==> src/rtl/regfile8_wb.sv <==
// Eight-entry register file with X7 hardwired to zero, a write-through bypass and a
// sequential clear sequencer that zeroes X0..X6 one per cycle.
module regfile8_wb #(
    parameter int unsigned WIDTH = 64
) (
    input  logic             clk,
    input  logic             reset_n,
    input  logic [7:0]       en,
    input  logic [WIDTH-1:0] WriteData,
    input  logic [2:0]       ReadRegister1,
    input  logic [2:0]       ReadRegister2,
    input  logic             clr_req,
    output logic [WIDTH-1:0] ReadData1,
    output logic [WIDTH-1:0] ReadData2,
    output logic             busy,
    output logic             en_err,
    output logic [15:0]      wr_count
);

    typedef enum logic {StIdle, StClear} state_e;

    state_e           state_q, state_d;
    logic [2:0]       ptr_q, ptr_d;
    logic [WIDTH-1:0] regs_q [7];
    logic             en_err_q;
    logic [15:0]      wr_count_q;
    logic             en_multi;
    logic             en_onehot;
    logic             wr_valid;

    // x & (x - 1) clears the lowest set bit; anything left means two or more bits.
    assign en_multi  = |(en & (en - 8'd1));
    assign en_onehot = (en != 8'd0) && !en_multi;
    assign wr_valid  = (state_q == StIdle) && en_onehot && !en[7];

    always_ff @(posedge clk or negedge reset_n) begin
        if (!reset_n) begin
            state_q <= StIdle;
            ptr_q   <= 3'd0;
        end else begin
            state_q <= state_d;
            ptr_q   <= ptr_d;
        end
    end

    always_comb begin
        state_d = state_q;
        ptr_d   = ptr_q;
        unique case (state_q)
            StIdle: begin
                if (clr_req) begin
                    state_d = StClear;
                    ptr_d   = 3'd0;
                end
            end
            StClear: begin
                ptr_d = ptr_q + 3'd1;
                if (ptr_q == 3'd6) begin
                    state_d = StIdle;
                    ptr_d   = 3'd0;
                end
            end
            default: begin
                state_d = StIdle;
                ptr_d   = 3'd0;
            end
        endcase
    end

    always_comb begin
        busy = (state_q == StClear);
    end

    always_ff @(posedge clk or negedge reset_n) begin
        if (!reset_n) begin
            for (int i = 0; i < 7; i++) begin
                regs_q[i] <= '0;
            end
        end else begin
            for (int i = 0; i < 7; i++) begin
                if (state_q == StClear && ptr_q == 3'(i)) begin
                    regs_q[i] <= '0;
                end else if (wr_valid && en[i]) begin
                    regs_q[i] <= WriteData;
                end
            end
        end
    end

    always_ff @(posedge clk or negedge reset_n) begin
        if (!reset_n) begin
            en_err_q   <= 1'b0;
            wr_count_q <= 16'd0;
        end else begin
            if (en_multi) begin
                en_err_q <= 1'b1;
            end
            if (wr_valid && wr_count_q != 16'hFFFF) begin
                wr_count_q <= wr_count_q + 16'd1;
            end
        end
    end

    assign en_err   = en_err_q;
    assign wr_count = wr_count_q;

    // Address 7 falls through the loop and reads zero.
    always_comb begin
        ReadData1 = '0;
        ReadData2 = '0;
        for (int i = 0; i < 7; i++) begin
            if (ReadRegister1 == 3'(i)) begin
                ReadData1 = (wr_valid && en[i]) ? WriteData : regs_q[i];
            end
            if (ReadRegister2 == 3'(i)) begin
                ReadData2 = (wr_valid && en[i]) ? WriteData : regs_q[i];
            end
        end
    end

endmodule

==> config.mk <==
export PLATFORM = sky130hd
export DESIGN_NAME = regfile8_wb
export DESIGN_NICKNAME = d
export VERILOG_FILES = /design/src/rtl/regfile8_wb.sv
export SDC_FILE = /design/constraint.sdc
export NUM_CORES = 1
export LEC_CHECK = 0
export ABC_CLOCK_PERIOD_IN_PS = 7300
export CAP_MARGIN = 20
export CELL_PAD_IN_SITES_DETAIL_PLACEMENT = 0
export CELL_PAD_IN_SITES_GLOBAL_PLACEMENT = 2
export CORE_ASPECT_RATIO = 0.9
export CORE_MARGIN = 5
export CORE_UTILIZATION = 30
export DETAILED_ROUTE_END_ITERATION = 8
export GPL_TIMING_DRIVEN = 1
export PLACE_DENSITY_LB_ADDON = 0.15
export RECOVER_POWER = 100
export SYNTH_ARGS = -nofsm -noshare
export SYNTH_HDL_FRONTEND = slang
export SYNTH_SLANG_ARGS = --single-unit
==> constraint.sdc <==
create_clock -name clk -period 7.3 [get_ports clk]
set_input_delay 0.73 -clock clk [delete_from_list [all_inputs] [get_ports clk]]
set_output_delay 0.73 -clock clk [all_outputs]
set_load 0.05 [all_outputs]
==> results.toml <==
[setup_path]
path_common_cell = "dlygate4sd3_1"
start_kind = "input pin"
cp_max_fo = 41
critPathRequiredTime_ns = 6.57
crit_path_end_kind = "primary output"
cp_slowest_stage_delay_ns = 1.12
path_buf_inv = 3
crit_type = "input pin to primary output"
cp_slowest_cell = "a2111oi_0"
cp_cell_sequence = "dlygate4sd3_1, a2111oi_0, o211ai_1, buf_4, mux2i_1, a22o_1, nor4_1, dlygate4sd3_1"
cp.arrival_ns = 5.65
cp_top_family = "buffers and inverters"

[detailed_routing]
antenna_left = 0
wire_per_inst_um = 30.5
dr.pass1.iters = 6
drt_iter0_markers = 2475
drc_errors = 0
drt-total-wl_mm = 125
viasPerCell = 6.09
vias = 24900

[clock_tree]
cts_sinks = 469
cts_tree = "built"
clock_path_buffers = 3
cts_hold_buf = 0
cts_max_level = 2
cts_made_buffers = 59
cts.reportedPaths.clkPinSlew_ns = 0.06
clk-insertion-delay-late_ns = 0.65
cts_setup_buffers = 0
cts_root_buf = "clkbuf_16"
cts_resized = 0

[timing]
setup_violations = 0
setup_ws_ns = 0.924
tightest_slew_ns = 5.62
finalSetupTns_ns = 0
relSlewSlack_pct = -274
min_period_over_period_pct = 87.3
slew_violations = 303
timing.fmax_mhz = 157
rsz0062_at_grt = "false"
hold_viol = 0
finalCriticalPeriod_ns = 6.38
fin_skew_ns = 0.0212

[yosys]
ys_ff_latch = 469
yosysSeqAreaShare_pct = 43.4
yosys_warnings = 0
syn_area_sq_um = 27100
synth-edff-count = 0
syn_nets = 2920
postSynthAreaPerCell_sq_um = 9.54
yosysUniqueCellTypes = 67
ys.flop_type = "dfrtp_1"
async_reset_ff_share_pct = 100
postSynthCellCount = 2837

[global_routing]
grt_max_degree = 157
grt-ovfl-total = 0
antenna_found_initial = 11
grt_pass1_vias = 25400
grt_pass1_wl_mm = 181
track_usage_pct = 25.0

[power_and_ir_drop]
pwr_density_cell_nw_per_um2 = 235
power.total_mw = 7.58
worst_ir_drop_vdd_uv = 169
leakagePower_nw = 15.5

[placed_design]
numPortBuffers = 226
dp_hpwl_mm = 72.0
place_congestion = 0.810
preCtsSetupSlack_ns = 1.23
place_area_sq_um = 30300

[cells_and_area]
postLayoutCoreUtil_pct = 36.0
syn_to_final_growth_pct = 19.2
drive_gt1_share_pct = 8.32
fin_nets = 2953
finish.instance_area_sq_um = 32300

[outcome]
outcome = "complete, but fails checks"
failed_checks = "capacitance limit, slew limit"

[die]
num_rows = 104
ioPinCount = 227
core_area_sq_um = 89500
design.die.area_sq_um = 96300
fp.dieH_um = 295
initial_core_util_pct = 30.2
die_w_um = 327

[worst_hold_path]
hp-class = "flip-flop to flip-flop"

[run]
max_cap_viol_count = 8
cell usage in the layout (no fill, tap or decap), types with 13 or more instances in the layout:
cell type,n
o21a_1,56
a31o_1,23
a21oi_1,119
a211o_1,37
nand4_1,57
buf_4,57
clkdlybuf4s50_1,76
a221oi_1,77
nor3_1,28
dlygate4sd3_1,148
nand2_1,49
o22ai_1,81
clkbuf_1,25
nor4_1,60
o22a_1,39
mux2i_1,363
a22oi_1,55
clkbuf_8,17
a31o_2,35
nor2_1,472
nand2b_1,16
dfrtp_1,469
and4_1,23
a21o_1,33
a221o_1,35
o31ai_1,116
o21ai_0,28
o31a_1,24
xor2_1,13
clkbuf_16,60
a22o_1,46
metal layers:
| layer | track usage [%] | share of wire (%) |
|---|---|---|
| met1 | 35.4 | 45 |
| met2 | 39.3 | 45 |
| met3 | 5.20 | 7.8 |
| met4 | 6.44 | 2.2 |
| met5 | 0 | 0.033 |
synthesized netlist by cell type, types with 33 or more instances:
master / count / area (sq um)
nor2_1: 479 / 1800
dfrtp_1: 469 / 11700
mux2i_1: 363 / 3630
clkbuf_1: 277 / 1040
a21oi_1: 119 / 596
o31ai_1: 116 / 871
o22ai_1: 81 / 507
a221oi_1: 77 / 674
nor4_1: 60 / 375
nand4_1: 57 / 357
o21a_1: 56 / 420
a22oi_1: 55 / 413
nand2_1: 54 / 203
a22o_1: 46 / 403
o22a_1: 39 / 342
a211o_1: 37 / 324
a221o_1: 35 / 350
a31o_2: 35 / 307
a21o_1: 33 / 248
cell families after synthesis:
family | Yosys count | synth area share (%)
compound gates | 852 | 23.7
simple gates | 784 | 13.4
flops | 469 | 43.4
mux | 372 | 13.8
buf+inv | 341 | 5.11
xor+xnor | 15 | 0.486
fa+ha+maj | 4 | 0.166
final cells by class:
type / instances / area [sq um]
fillers: 9037 / 57300
clock buffers: 95 / 1800
flip-flops and latches: 469 / 11700
clock inverters: 16 / 148
well taps: 1166 / 1460
inverters: 13 / 48.8
multi-input cells: 2027 / 14100
diodes: 7 / 17.5
repair buffers: 300 / 2950
metrics by stage:
stage,std cells,hold slack [ns]
floorplan,2837,0.434
global placement,3966,0.458
detailed placement,3970,0.470
CTS,4081,0.140
global route,4087,0.487
finish,4093,0.470
final timing paths:
| path | start | to | slack, ns | cells after the start |
|---|---|---|---|---|
| worst max-delay path | en[3] | ReadData1[13] | 0.92 | 8 |
| max in group asynchronous | reset_n | regs_q[25] | 1.99 | 1 |
| worst max register to register | busy | regs_q[383] | 0.99 | 5 |
| worst min register to register | en_err | en_err | 0.47 | 1 |
| worst min-delay path | en_err | en_err | 0.47 | 1 |
| min in group asynchronous | reset_n | regs_q[107] | 2.13 | 1 |
where the power goes:
group	internal [mW]	switching (mW)	leakage (nW)
clock network	1.75	1.25	0.966
logic	0.424	1.44	7.99
registers	2.67	0.0387	6.52
flip-flops by register name, summed over array words and instances (netlist names):
name and flops:
regs_q 448, wr_count 16, ptr_q 3, busy 1
en_err 1
(Power assumes the default switching activity.)
